File: src/rtl/rd53_cdac_ramp_ctrl_if.sv
// ---------------------------------------------------------------------------
// rd53_cdac_ramp_ctrl_if
//   Config write channel into the CDAC ramp controller.
//   Signals:
//     wr_valid  master -> slave  write request
//     wr_ready  slave  -> master controller can accept a write this cycle
//     wr_addr   master -> slave  target channel index
//     wr_data   master -> slave  10-bit target code
//   Modports: master (config register block), slave (ramp controller).
// ---------------------------------------------------------------------------
interface rd53_cdac_ramp_ctrl_if #(
  parameter int N_DAC = 4,
  parameter int AW    = (N_DAC > 1) ? $clog2(N_DAC) : 1
);
  logic          wr_valid;
  logic          wr_ready;
  logic [AW-1:0] wr_addr;
  logic [9:0]    wr_data;

  modport master (output wr_valid, output wr_addr, output wr_data, input wr_ready);
  modport slave  (input wr_valid, input wr_addr, input wr_data, output wr_ready);
endinterface

File: src/rtl/rd53_cdac_ramp_ctrl.sv
// ---------------------------------------------------------------------------
// rd53_cdac_ramp_ctrl
//   Slew-limited sequencer for N_DAC 10-bit bias DACs. Target codes arrive on
//   the config write channel; the controller walks each DAC's current code
//   toward its target by at most STEP per update, updating one channel per
//   tick, choosing channels round-robin.
//   Ports:
//     clk      system clock, all state on rising edge
//     rst_b    asynchronous active-low reset
//     wr       config write channel (slave modport)
//     ramp_en  1 = ramping allowed, 0 = freeze current codes
//     bin_out  current codes, channel i on [10*i +: 10] (registered)
//     done     bit i = (current code i == target i)
//     busy     sequencer not idle
//     err      1-cycle pulse: a write to a nonexistent channel was dropped
// ---------------------------------------------------------------------------
module rd53_cdac_ramp_ctrl #(
  parameter int N_DAC      = 4,
  parameter int STEP       = 8,
  parameter int TICK_DIV   = 16,
  parameter int RESET_CODE = 0
) (
  input  logic                   clk,
  input  logic                   rst_b,
  rd53_cdac_ramp_ctrl_if.slave   wr,
  input  logic                   ramp_en,
  output logic [10*N_DAC-1:0]    bin_out,
  output logic [N_DAC-1:0]       done,
  output logic                   busy,
  output logic                   err
);

  localparam int PW = (N_DAC > 1) ? $clog2(N_DAC) : 1;
  localparam int TW = (TICK_DIV > 1) ? $clog2(TICK_DIV) : 1;

  localparam logic [TW-1:0]       TIMER_LOAD = TW'(TICK_DIV - 1);
  localparam logic [9:0]          RST_CODE   = 10'(RESET_CODE);
  localparam logic [9:0]          STEP_U     = 10'(STEP);
  localparam logic signed [10:0]  STEP_S     = 11'(STEP);

  typedef enum logic [1:0] {
    S_IDLE  = 2'd0,
    S_TIMER = 2'd1,
    S_SCAN  = 2'd2
  } state_t;

  state_t          state_reg, state_next;
  logic [TW-1:0]   timer_reg, timer_next;
  logic [PW-1:0]   rr_ptr_reg, rr_ptr_next;
  logic            err_reg;

  logic [9:0]      cur_reg [N_DAC];
  logic [9:0]      tgt_reg [N_DAC];

  logic [N_DAC-1:0] pending;
  logic [N_DAC-1:0] pending_after;
  logic             wr_accept;
  logic             wr_in_range;
  logic [PW-1:0]    sel;
  logic             sel_found;
  int               scan_idx;
  logic [9:0]       cur_sel;
  logic [9:0]       tgt_sel;
  logic signed [10:0] diff;
  logic [9:0]       cur_new;
  logic             still_pending;
  logic             scan_upd;

  assign wr_accept   = wr.wr_valid & wr.wr_ready;
  assign wr_in_range = (int'(wr.wr_addr) < N_DAC);
  assign scan_upd    = (state_reg == S_SCAN) && sel_found;

  genvar gi;
  generate
    for (gi = 0; gi < N_DAC; gi++) begin : g_ch
      assign pending[gi]            = (cur_reg[gi] != tgt_reg[gi]);
      assign done[gi]               = ~pending[gi];
      assign bin_out[10*gi +: 10]   = cur_reg[gi];
    end
  endgenerate

  // First pending channel at or after rr_ptr, wrapping around the bank.
  always_comb begin
    sel       = '0;
    sel_found = 1'b0;
    scan_idx  = 0;
    for (int k = 0; k < N_DAC; k++) begin
      scan_idx = int'(rr_ptr_reg) + k;
      if (scan_idx >= N_DAC) begin
        scan_idx = scan_idx - N_DAC;
      end
      if (!sel_found && pending[scan_idx]) begin
        sel_found = 1'b1;
        sel       = PW'(scan_idx);
      end
    end
  end

  // Slew-limited update of the selected channel. The difference is taken in
  // 11-bit signed so both directions are exact; when the remaining distance
  // is within STEP the code lands exactly on the target, so no wrap occurs.
  always_comb begin
    cur_sel = cur_reg[sel];
    tgt_sel = tgt_reg[sel];
    diff    = $signed({1'b0, tgt_sel}) - $signed({1'b0, cur_sel});
    cur_new = cur_sel;
    if (diff > 0) begin
      cur_new = (diff > STEP_S) ? (cur_sel + STEP_U) : tgt_sel;
    end else if (diff < 0) begin
      cur_new = ((-diff) > STEP_S) ? (cur_sel - STEP_U) : tgt_sel;
    end
    pending_after      = pending;
    pending_after[sel] = (cur_new != tgt_sel);
    still_pending      = |pending_after;
  end

  // State register plus the error pulse.
  always_ff @(posedge clk or negedge rst_b) begin
    if (!rst_b) begin
      state_reg  <= S_IDLE;
      timer_reg  <= '0;
      rr_ptr_reg <= '0;
      err_reg    <= 1'b0;
    end else begin
      state_reg  <= state_next;
      timer_reg  <= timer_next;
      rr_ptr_reg <= rr_ptr_next;
      err_reg    <= wr_accept & ~wr_in_range;
    end
  end

  // Code registers. Writes never coincide with a SCAN update because the
  // write channel is stalled during SCAN.
  always_ff @(posedge clk or negedge rst_b) begin
    if (!rst_b) begin
      for (int i = 0; i < N_DAC; i++) begin
        cur_reg[i] <= RST_CODE;
        tgt_reg[i] <= RST_CODE;
      end
    end else begin
      for (int i = 0; i < N_DAC; i++) begin
        if (wr_accept && wr_in_range && (int'(wr.wr_addr) == i)) begin
          tgt_reg[i] <= wr.wr_data;
        end
        if (scan_upd && (int'(sel) == i)) begin
          cur_reg[i] <= cur_new;
        end
      end
    end
  end

  // Next-state logic.
  always_comb begin
    state_next  = state_reg;
    timer_next  = timer_reg;
    rr_ptr_next = rr_ptr_reg;
    case (state_reg)
      S_IDLE: begin
        if (ramp_en && (|pending)) begin
          state_next = S_TIMER;
          timer_next = TIMER_LOAD;
        end
      end
      S_TIMER: begin
        if (!ramp_en) begin
          state_next = S_IDLE;
          timer_next = '0;
        end else if (timer_reg == '0) begin
          state_next = S_SCAN;
        end else begin
          timer_next = timer_reg - 1'b1;
        end
      end
      S_SCAN: begin
        state_next = S_IDLE;
        if (sel_found) begin
          rr_ptr_next = (int'(sel) == N_DAC - 1) ? '0 : (sel + 1'b1);
          if (still_pending && ramp_en) begin
            state_next = S_TIMER;
            timer_next = TIMER_LOAD;
          end
        end
      end
      default: begin
        state_next = S_IDLE;
        timer_next = '0;
      end
    endcase
  end

  // Outputs.
  always_comb begin
    busy        = (state_reg != S_IDLE);
    wr.wr_ready = (state_reg != S_SCAN);
    err         = err_reg;
  end

endmodule

File: src/flat_wrapper.sv
// flat-port wrapper written by rule: the top's interface ports become plain ports
module rd53_cdac_ramp_ctrl_flat 
#(
  parameter int N_DAC      = 4,
  parameter int STEP       = 8,
  parameter int TICK_DIV   = 16,
  parameter int RESET_CODE = 0
)
  (clk, rst_b, ramp_en, bin_out, done, busy, err, wr_wr_valid, wr_wr_addr, wr_wr_data, wr_wr_ready);
  rd53_cdac_ramp_ctrl_if #(.N_DAC(N_DAC)) wr_i ();
  input  logic clk;
  input  logic rst_b;
  input  logic ramp_en;
  output logic [10*N_DAC-1:0] bin_out;
  output logic [N_DAC-1:0] done;
  output logic busy;
  output logic err;
  input wire logic [$bits(wr_i.wr_valid)-1:0] wr_wr_valid;
  input wire logic [$bits(wr_i.wr_addr)-1:0] wr_wr_addr;
  input wire logic [$bits(wr_i.wr_data)-1:0] wr_wr_data;
  output wire logic [$bits(wr_i.wr_ready)-1:0] wr_wr_ready;
  assign wr_i.wr_valid = wr_wr_valid;
  assign wr_i.wr_addr = wr_wr_addr;
  assign wr_i.wr_data = wr_wr_data;
  assign wr_wr_ready = wr_i.wr_ready;
  rd53_cdac_ramp_ctrl #(.N_DAC(N_DAC), .STEP(STEP), .TICK_DIV(TICK_DIV), .RESET_CODE(RESET_CODE)) u_core (.clk(clk), .rst_b(rst_b), .wr(wr_i), .ramp_en(ramp_en), .bin_out(bin_out), .done(done), .busy(busy), .err(err));
endmodule
File: config.mk
export PLATFORM = sky130hd
export DESIGN_NAME = rd53_cdac_ramp_ctrl_flat
export DESIGN_NICKNAME = d
export VERILOG_FILES = /design/src/rtl/rd53_cdac_ramp_ctrl_if.sv /design/src/rtl/rd53_cdac_ramp_ctrl.sv /design/src/flat_wrapper.sv
export SDC_FILE = /design/constraint.sdc
export NUM_CORES = 1
export LEC_CHECK = 0
export ABC_AREA = 0
export CAP_MARGIN = 20
export CORE_ASPECT_RATIO = 1.2
export CORE_MARGIN = 2
export CORE_UTILIZATION = 40
export CTS_CLUSTER_DIAMETER = 30
export DETAILED_ROUTE_END_ITERATION = 12
export MAX_ROUTING_LAYER = met4
export PLACE_DENSITY_LB_ADDON = 0.2
export SLEW_MARGIN = 40
export SYNTH_ARGS = -nofsm -noshare
export SYNTH_HDL_FRONTEND = slang
export SYNTH_SLANG_ARGS = --single-unit
File: constraint.sdc
create_clock -name clk -period 6.1 [get_ports clk]
set_input_delay 1.83 -clock clk [delete_from_list [all_inputs] [get_ports clk]]
set_output_delay 1.83 -clock clk [all_outputs]
set_load 0.02 [all_outputs]
After elaboration in Yosys (flattened, before gate mapping)
Cells that the tools add are included.
{"block": "op_classes", "reduce_logical": 28, "add_sub_neg": 13, "eq_ne": 19, "mux": 50, "bitwise_logic": 6, "order_cmp": 15}
{"cell": "32-bit by 4-bit less-than comparator with 1-bit output, second input constant", "n": 4}
{"cell": "32-bit 2-to-1 mux", "n": 4}
{"cell": "32-bit by 4-bit >= comparator with 1-bit output, second input constant", "n": 3}
{"cell": "32-bit by 4-bit subtractor with 32-bit output, second input constant", "n": 3}
{"cell": "10-bit 2-to-1 mux", "n": 8}
{"cell": "10-bit != test", "n": 5}
{"cell": "10-bit binary-select mux with 2-bit select", "n": 2}
{"cell": "11-bit by 5-bit greater-than comparator with 1-bit output, second input constant", "n": 2}
{"cell": "4-bit 2-to-1 mux", "n": 5}
{"cell": "2-bit 2-to-1 mux", "n": 9}
{"cell": "1-bit logical AND", "n": 15}
{"cell": "1-bit 2-to-1 mux", "n": 14}
{"cell": "4-bit case mux with 3 select lines", "n": 1}
{"cell": "11-bit by 1-bit greater-than comparator with 1-bit output, second input constant", "n": 1}
{"cell": "11-bit by 1-bit less-than comparator with 1-bit output, second input constant", "n": 1}
{"cell": "11-bit negator", "n": 1}
{"cell": "10-bit by 10-bit subtractor with 11-bit output", "n": 1}
{"cell": "10-bit by 4-bit adder with 10-bit output, second input constant", "n": 1}
{"cell": "2-bit == test, second input constant", "n": 5}
{"cell": "10-bit by 4-bit subtractor with 10-bit output, second input constant", "n": 1}
{"cell": "1-bit binary-select mux with 2-bit select", "n": 4}
{"cell": "4-bit OR reduction", "n": 2}
{"cell": "2-bit by 2-bit adder with 3-bit output, second input constant", "n": 2}
{"cell": "2-bit by 1-bit == test with 1-bit output, second input constant", "n": 3}
{"cell": "other kinds (24)", "n": 34}
{"block": "word_totals", "output_inout_bits": 47, "input_bits": 16, "regBits": 88, "elab_cells": 142}

Logic depth before layout (Yosys ltp)
Gate-level depths: netlist (run 1).
{"block": "depth", "depth_word": 32, "ltp_mapped": 29, "mapped_depth_nobuf": 26}

Least setup slack after synthesis (run 1)
No wires, ideal clock.
{"block": "synth_path", "path_type": "register to register", "startpoint": "register u_core.cur_reg, in the netlist u_core.bin_out[14]", "endpoint": "register u_core.timer_reg[2]", "path_buffers": 3, "required_ns": 5.967, "synth_period_minus_slack_ns": 5.975, "setup_slack_ns": 0.125, "setup_time_ns": 0.133, "arrival_ns": 5.842, "stages_incl_launch_ff": 29, "path_cell_list": "dfrtp_1 -> xnor2_1 -> nand4_1 -> nor4_4 -> a221oi_1 -> o21a_2 -> buf_6 -> buf_12 -> mux2i_1 -> mux2_2 -> inv_1 -> ha_1 -> inv_1 -> fa_1 -> a21oi_1 -> o21ai_1 -> a311o_1 -> xnor2_1 -> nor4b_1 -> a211o_1 -> clkbuf_1 -> nor2_1 -> o21bai_1 -> o311a_1 -> a21oi_1 -> a311oi_1 -> nand4_2 -> o21ai_2 -> a2111oi_2"}
{"block": "synth_via", "elab_chain_cells": 30, "word_cells_on_any_way": 61, "classes_between": "add/sub (4); order compare (6); eq/ne (5); mux (33); bitwise (1); reduce/logical (12)"}
{"element": "start, declared", "line_no": "rd53_cdac_ramp_ctrl.sv:52", "text": "logic [9:0] cur_reg [N_DAC];"}
{"element": "start signal, assigned by index", "line_no": "rd53_cdac_ramp_ctrl.sv:146", "text": "cur_reg[i] <= cur_new;"}
{"element": "10-bit != test", "line_no": "rd53_cdac_ramp_ctrl.sv:76", "text": "assign pending[gi] = (cur_reg[gi] != tgt_reg[gi]);"}
{"element": "1-bit binary-select mux with 2-bit select", "line_no": "rd53_cdac_ramp_ctrl.sv:92", "text": "if (!sel_found && pending[scan_idx]) begin"}
{"element": "1-bit 2-to-1 mux (not written as such) (2 in a row)", "line_no": "rd53_cdac_ramp_ctrl.sv:92"}
{"element": "1-bit 2-to-1 mux", "line_no": "rd53_cdac_ramp_ctrl.sv:92"}
{"element": "1-bit zero test", "line_no": "rd53_cdac_ramp_ctrl.sv:92"}
{"element": "1-bit logical AND", "line_no": "rd53_cdac_ramp_ctrl.sv:92"}
{"element": "1-bit 2-to-1 mux", "line_no": "rd53_cdac_ramp_ctrl.sv:92"}
{"element": "1-bit zero test", "line_no": "rd53_cdac_ramp_ctrl.sv:92"}
{"element": "[13 not listed]"}
{"element": "10-bit 2-to-1 mux", "line_no": "rd53_cdac_ramp_ctrl.sv:109", "text": "end else if (diff < 0) begin"}
{"element": "10-bit 2-to-1 mux", "line_no": "rd53_cdac_ramp_ctrl.sv:107", "text": "if (diff > 0) begin"}
{"element": "10-bit != test", "line_no": "rd53_cdac_ramp_ctrl.sv:113", "text": "pending_after[sel] = (cur_new != tgt_sel);"}
{"element": "4-bit bitwise mux", "line_no": "rd53_cdac_ramp_ctrl.sv:113"}
{"element": "4-bit OR reduction", "line_no": "rd53_cdac_ramp_ctrl.sv:114", "text": "still_pending = |pending_after;"}
{"element": "1-bit logical AND", "line_no": "rd53_cdac_ramp_ctrl.sv:178", "text": "if (still_pending && ramp_en) begin"}
{"element": "2-bit != test (no source line)"}
{"element": "4-bit AND reduction (no source line) *"}
{"element": "end signal, assigned", "line_no": "rd53_cdac_ramp_ctrl.sv:126", "text": "timer_reg <= timer_next;"}
{"element": "end, declared", "line_no": "rd53_cdac_ramp_ctrl.sv:48", "text": "logic [TW-1:0] timer_reg, timer_next;"}
Mark *: on every way between the ends. The rest lies on a longest branch, timed or not. The select of a mux whose other input is x is not followed.
A chain may end at the register's enable or synchronous reset.

Worst setup path in the final report (run 1)
{"block": "layout_path", "startpoint": "register u_core.tgt_reg[29] in the netlist's numbering", "endpoint": "register u_core.timer_reg[2]"}
{"block": "layout_via", "elab_chain_cells": 30, "word_cells_on_any_way": 61, "classes_between": "add/sub (4); order compare (6); eq/ne (5); mux (33); bitwise (1); reduce/logical (12)"}
{"element": "start, declared", "line_no": "rd53_cdac_ramp_ctrl.sv:53", "text": "logic [9:0] tgt_reg [N_DAC];"}
{"element": "start signal, assigned by index", "line_no": "rd53_cdac_ramp_ctrl.sv:143", "text": "tgt_reg[i] <= wr.wr_data;"}
{"element": "10-bit != test", "line_no": "rd53_cdac_ramp_ctrl.sv:76"}
{"element": "1-bit binary-select mux with 2-bit select", "line_no": "rd53_cdac_ramp_ctrl.sv:92"}
{"element": "1-bit 2-to-1 mux (not written as such) (2 in a row)", "line_no": "rd53_cdac_ramp_ctrl.sv:92"}
{"element": "1-bit 2-to-1 mux", "line_no": "rd53_cdac_ramp_ctrl.sv:92"}
{"element": "1-bit zero test", "line_no": "rd53_cdac_ramp_ctrl.sv:92"}
{"element": "1-bit logical AND", "line_no": "rd53_cdac_ramp_ctrl.sv:92"}
{"element": "1-bit 2-to-1 mux", "line_no": "rd53_cdac_ramp_ctrl.sv:92"}
{"element": "1-bit zero test", "line_no": "rd53_cdac_ramp_ctrl.sv:92"}
{"element": "[13 not listed]"}
{"element": "10-bit 2-to-1 mux", "line_no": "rd53_cdac_ramp_ctrl.sv:109"}
{"element": "10-bit 2-to-1 mux", "line_no": "rd53_cdac_ramp_ctrl.sv:107"}
{"element": "10-bit != test", "line_no": "rd53_cdac_ramp_ctrl.sv:113"}
{"element": "4-bit bitwise mux", "line_no": "rd53_cdac_ramp_ctrl.sv:113"}
{"element": "4-bit OR reduction", "line_no": "rd53_cdac_ramp_ctrl.sv:114"}
{"element": "1-bit logical AND", "line_no": "rd53_cdac_ramp_ctrl.sv:178"}
{"element": "2-bit != test (no source line)"}
{"element": "4-bit AND reduction (no source line) *"}
Marks and branches as above.

==> results of run 1 <==
## through the flow
stage	hold slack [ns]	util	std cells	setup TNS, ns
after CTS	0.532	0.508	948	0
after detailed placement	0.516	0.481	922	-0.930
after global placement	0.510	0.481	922	-0.390
final	0.526	0.521	954	0
after floorplan	0.487	-	636	0
after global routing	0.559	0.521	954	-0.0177
## per-layer routing
| layer | track usage | part of all wire | routed length (um) | vias up |
|---|---|---|---|---|
| met5 | - | 0 | 0 | - |
| met4 | 0.101 | 0.033 | 662 | 0 |
| met3 | 0.0336 | 0.042 | 850 | 44 |
| met2 | 0.427 | 0.51 | 10200 | 186 |
| met1 | 0.307 | 0.42 | 8400 | 2723 |
| li1 | - | - | - | 2549 |
## report_power, final
group,leakage [uW],internal [uW],total (uW),switching (uW)
combinational,0.00209,918,2130,1210
sequential,0.00113,656,746,89.6
clock,0.000147,325,577,252
## repair_timing
action | in CTS | in global routing
pin swaps | 6 | 9
setup endpoints to repair | 5 | 17
gates resized for setup | 4 | 24
buffers inserted | 10 | 6
## placed cells by master, fill, tap and decap left out, types with 4 or more instances in the layout
cell / n
nor2_1: 32
dfrtp_1: 87
inv_1: 24
nor4_2: 4
nand2_1: 72
xnor2_2: 4
ha_1: 18
xnor2_1: 20
o21ai_1: 10
nor4_1: 4
o21ai_0: 20
a21oi_1: 50
nand4_1: 11
mux2i_2: 6
o2111ai_1: 4
mux2_2: 67
nand3_1: 9
nor3_1: 5
a21oi_2: 4
clkdlybuf4s50_1: 60
mux2i_1: 20
o21a_1: 5
clkbuf_16: 9
buf_4: 57
o31ai_1: 7
o22ai_1: 4
xor2_1: 28
a22o_1: 7
a21o_1: 4
## cells in the mapped netlist (5+ instances only)
master / number
o21a_1: 5
buf_6: 6
nor2_1: 34
o31ai_1: 9
ha_1: 18
a22o_1: 7
inv_1: 24
buf_4: 5
nor4_1: 6
o21ai_0: 20
clkbuf_1: 6
o21ai_1: 10
nand2_1: 72
mux2_2: 67
nor3_1: 5
a21oi_1: 53
dfrtp_1: 88
nand4_1: 11
mux2i_1: 21
mux2i_2: 6
xnor2_1: 24
xor2_1: 28
nand3_1: 9
## layout make-up
class,instances,area [um2],share of cell area
multi-input combinational,499,3900,0.497
sequential,88,2200,0.281
clock buffer,10,229,0.0292
clock inverter,6,77.6,0.00988
timing repair buffer,120,1080,0.138
tap,204,255,0.0325
inverter,27,104,0.0132
## path summary, 6_finish.rpt
| kind | to | slack, ns |
|---|---|---|
| max reg2reg | u_core.timer_reg[2] | 0.26 |
| min reg2reg | u_core.timer_reg[3] | 0.53 |
| min in group asynchronous | u_core.bin_out[2] | 1.39 |
| min | u_core.timer_reg[3] | 0.53 |
| max | u_core.timer_reg[2] | 0.26 |
| max in group asynchronous | u_core.timer_reg[0] | 3.83 |
## worst max-delay path, delay by kind of cell, from the launching register on
| family | cells | cell delay (ns) |
|---|---|---|
| simple gates | 4 | 0.77 |
| buf+inv | 8 | 1.22 |
| compound gates | 13 | 2.34 |
| fa+ha+maj | 1 | 0.48 |
| xor+xnor | 1 | 0.29 |
| flops | 1 | 0.41 |
| mux | 1 | 0.25 |
## cell families after synthesis
family	count (synthesis)	share of synthesized area
mux	94	0.168
flops	88	0.354
simple gates	166	0.137
other cells	1	0.000603
compound gates	167	0.185
xor+xnor	52	0.0732
fa+ha+maj	19	0.0394
buf+inv	49	0.0434
==> run summary, run 1 <==
Min-Delay Path Class -> reg -> reg
Synth Register Bits -> 88
Worst Reg2Reg Path Length in Cells -> 28
Lkg Pwr -> 0.00336 uW
DRC Markers -> 0
H-tree levels -> 3
Nets -> 780
Achievable clock frequency -> 171 MHz
CP Max Fanout -> 9
Syn Inst Count -> 636
Wire per inst -> 21.1 um
Clock root buffer -> clkbuf_16
Starting density of the core -> 0.413
Slew @ Worst Pin -> 0.837 ns
Normalized max-slew margin -> 0.440
Arrival @ worst endpoint -> 6.09 ns
Critical Path Source -> u_core.tgt_reg[29]
Die width -> 118 um
Pwr/cell area -> 439 nW/um2
Yosys top cell by area -> dfrtp_1
Clock Sinks -> 88
Via Count -> 5502
GR Util All Layers -> 0.253
CTS Hold Bufs -> 0
MaxCap Viol Count -> 0
CTS tree -> done
Final Hold Violating Endpoints -> 0
Hpwl dp -> 15300 um
Antenna-violating nets left -> 0
Clk Latency, worst-skew pair -> 0.35 ns
Vias per std cell -> 5.77
Placed Area -> 7250 um2
Pins Over Slew Limit -> 0
Core Region -> 15100 um2
First-pass DRT Iterations -> 7
Port-buffer cells -> 61
Clock Skew -> 0.00907 ns
Fillers -> 1432
Setup-failing EPs final -> 0
Post-synth EDFFs -> 0
WP data required -> 6.34 ns
WL final -> 20200 um
Placer Congestion -> 0.937
Final total power -> 3450 uW
Die area -> 16600 um2
CP max stage delay -> 0.48 ns
Synthesized area -> 6220 um2
CP Class -> reg -> reg
Seq/Total Area, Yosys -> 0.354
Syn_nets -> 671
Die Height -> 141 um
N_diodes -> 0
Startpoint type of the worst setup path -> flop
First-pass GRT wire length -> 31600 um
Ratio of cells with drive above 1 in the final layout -> 0.265
Library cells used by synthesis -> 81
Worst setup margin -> 0.257 ns
Dominant cells by area after synthesis -> dfrtp_1, mux2_2, nand2_1
Worst hold start -> u_core.timer_reg[3]
Post-placement setup slack -> -0.243 ns
Pin count of the biggest net entering global routing -> 63
Synth Flop Type -> dfrtp_1
Drt initial violations -> 397
Fin area -> 7850 um2
Peak VDD IR -> 0.167 mV
Clock Pin Slew Worst Setup and Hold Paths -> 0.07 ns
Min Clock Period, post-route -> 5.84 ns
CTS Buffer Depth -> 2
Yosys warnings -> 0
Post-synth top area share -> 0.354
Worst hold stages -> 2
Vias in the first global route -> 5554
Row Count -> 49
Fin crit share -> 0.958
Async SR Flop Fraction -> 1.00
Status -> complete, no violations
Area Growth Syn to Fin -> 26.2%
Initial antenna violation count -> 0
Worst r2r src -> u_core.tgt_reg[29]
Grt ovf -> 0
CP most frequent cell -> buf_4
Number of I/O pins -> 63
TritonCTS buffer count -> 9
Crit. End Element -> flop
Crit-path slowest cell -> fa_1
Post-synthesis area per instance -> 9.79 um2
(Power assumes the default switching activity.)
==> run 2, diff against run 1 <==
- CTS_BUF_LIST: default -> sky130_fd_sc_hd__clkbuf_16
- GPL_ROUTABILITY_DRIVEN: default -> 0
- TNS_END_PERCENT: default -> 10
==> run 2 against run 1 <==
  * Final cell count decreased by 1.0%
  * Sequential share of layout area rose by 0.41 points
  * Clock power is 1% lower
  * Utilization is 0.77 points lower
  * Via count down 1.7%
  * Sequential power fell by 0.5%
  * Non-clock buffer count fell by 10
  * Hold slack better by 0.0086 ns
  * Cell area decreased by 1.5%
  * Largest power group unchanged
  * Power is 2.7% lower
  * Clock skew is essentially flat
  * Combinational power is 4% lower
==> run summary, run 2 (same netlist as run 1, synthesis figures left out) <==
Status -> complete, no violations
Pins Over Slew Limit -> 0
CTS tree -> done
Die width -> 118 um
Setup-failing EPs final -> 0
H-tree levels -> 3
First-pass GRT wire length -> 30200 um
Hpwl dp -> 14600 um
Row Count -> 49
Worst setup margin -> 0.125 ns
R2R setup slack -> 0.12 ns
WL met2 -> 9940 um
WP data required -> 6.33 ns
CP Max Fanout -> 17
First-pass DRT Iterations -> 5
Clock Pin Slew Worst Setup and Hold Paths -> 0.07 ns
Port-buffer cells -> 61
Area Growth Syn to Fin -> 24.3%
N_diodes -> 0
Achievable clock frequency -> 167 MHz
TritonCTS buffer count -> 9
Startpoint type of the worst setup path -> flop
Initial antenna violation count -> 0
Min Clock Period, post-route -> 5.98 ns
Vias per std cell -> 5.73
Multi-input logic area -> 3860 um2
CTS Buffer Depth -> 2
Finished Core Util -> 0.513
Most frequent cells in the layout -> dfrtp_1, nand2_1, mux2_2
Worst hold endpoint -> u_core.timer_reg[3]
Worst Reg2Reg Path Length in Cells -> 25
Clock Skew -> 0.00897 ns
Met3 WL post-DR -> 797 um
Clock root buffer -> clkbuf_16
Crit. End Element -> flop
Pin count of the biggest net entering global routing -> 89
Fin crit share -> 0.980
Max Used Layer -> met4
Fillers -> 1404
WL final -> 19500 um
Post-placement setup slack -> 0.0184 ns
Antenna-violating nets left -> 0
Post-route insts no fill -> 944
Die area -> 16600 um2
Wire per inst -> 20.6 um
Commonest non-fill, non-tap cell in the layout -> dfrtp_1
CP Class -> reg -> reg
Lkg Pwr -> 0.00328 uW
Number of I/O pins -> 63
MaxCap Viol Count -> 0
Arrival @ worst endpoint -> 6.21 ns
Slew @ Worst Pin -> 0.793 ns
Grt ovf -> 0
Worst r2r dst -> u_core.timer_reg[0]
Via Count -> 5409
Ratio of cells with drive above 1 in the final layout -> 0.250
DRC Markers -> 0
Normalized max-slew margin -> 0.470
Peak VDD IR -> 0.198 mV
Worst hold start -> u_core.timer_reg[3]
Die Height -> 141 um
Core Region -> 15100 um2
Vias in the first global route -> 5433
Clk Latency, worst-skew pair -> 0.35 ns
Hold_ws -> 0.535 ns
Drt initial violations -> 392
Nets -> 770
DRT met1 WL -> 8180 um
GR Util All Layers -> 0.241
Pwr/cell area -> 434 nW/um2
Worst r2r src -> u_core.bin_out[1]
Final Hold Violating Endpoints -> 0
Clock Sinks -> 88
Worst hold stages -> 2
Register area -> 2200 um2
Starting density of the core -> 0.413
Min-Delay Path Class -> reg -> reg
DP Cell Count -> 917
Final total power -> 3360 uW
==> run 2: cell types whose count changed in the layout (fill, tap and decap cells not counted), sizes merged <==
cell | previous run | this run
clkinv | 2 | 1
buf | 60 | 49
clkinvlp | 1 | 2
inv | 29 | 30
==> run 2: per-layer routing <==
metal | GRT usage | up-vias
met1 | 0.296 | 2693
met5 | - | -
met4 | 0.0945 | 0
met3 | 0.0231 | 42
met2 | 0.410 | 155
li1 | - | 2519
==> run 2: area by class of cell <==
class | instances | area share
inverter | 27 | 0.0137
multi-input combinational | 499 | 0.499
tap | 204 | 0.0330
clock buffer | 9 | 0.0291
clock inverter | 7 | 0.0100
timing repair buffer | 110 | 0.131
sequential | 88 | 0.285
==> run 2: timing repair <==
action                                  in CTS  in global routing
setup buffers                                0                 11
resized for setup                            0                 24
hold buffers                                 0                  0
endpoints found under the setup margin       0                 41
==> run 2: metrics by stage <==
step / cell area [um2] / TNS [ns]
global route: 7730 / -0.594
global placement: 7220 / 0
finish: 7730 / 0
detailed placement: 7220 / 0
floorplan: 6220 / 0
CTS: 7520 / 0
==> run 2: where the power goes <==
group	internal, uW	switching, uW
clock network	322	249
registers	656	85.7
logic	865	1180
==> run 2: worst max-delay path: stages, from the launching register on <==
cell,delay [ns]
dfrtp_1,0.44
xor2_1,0.19
nor4_2,0.36
nand3_2,0.19
a221oi_1,0.31
o21a_2,0.20
buf_4,0.15
buf_12,0.17
a21oi_2,0.05
a22oi_2,0.32
inv_2,0.09
ha_1,0.32
o21a_1,0.23
nor2b_1,0.15
a311o_1,0.38
xnor2_2,0.25
o21ai_1,0.12
nand4b_1,0.28
nor4_2,0.37
a311oi_1,0.09
a41o_1,0.24
mux2i_1,0.16
a311oi_2,0.31
nand4_2,0.18
o21ai_2,0.21
a21oi_1,0.10
==> run 2: worst max-delay path by stage <==
stage / cells after the start / from / slack, ns / endpoint
CTS: 25 / u_core.bin_out[6] / 0.02 / u_core.timer_reg[2]
finish: 25 / u_core.bin_out[1] / 0.12 / u_core.timer_reg[0]
floorplan: 28 / u_core.bin_out[14] / 0.12 / u_core.timer_reg[2]
global route: 26 / u_core.bin_out[1] / -0.16 / u_core.timer_reg[2]
detailed placement: 25 / u_core.bin_out[6] / 0.02 / u_core.timer_reg[0]
global placement: 25 / u_core.bin_out[6] / 0.13 / u_core.timer_reg[2]
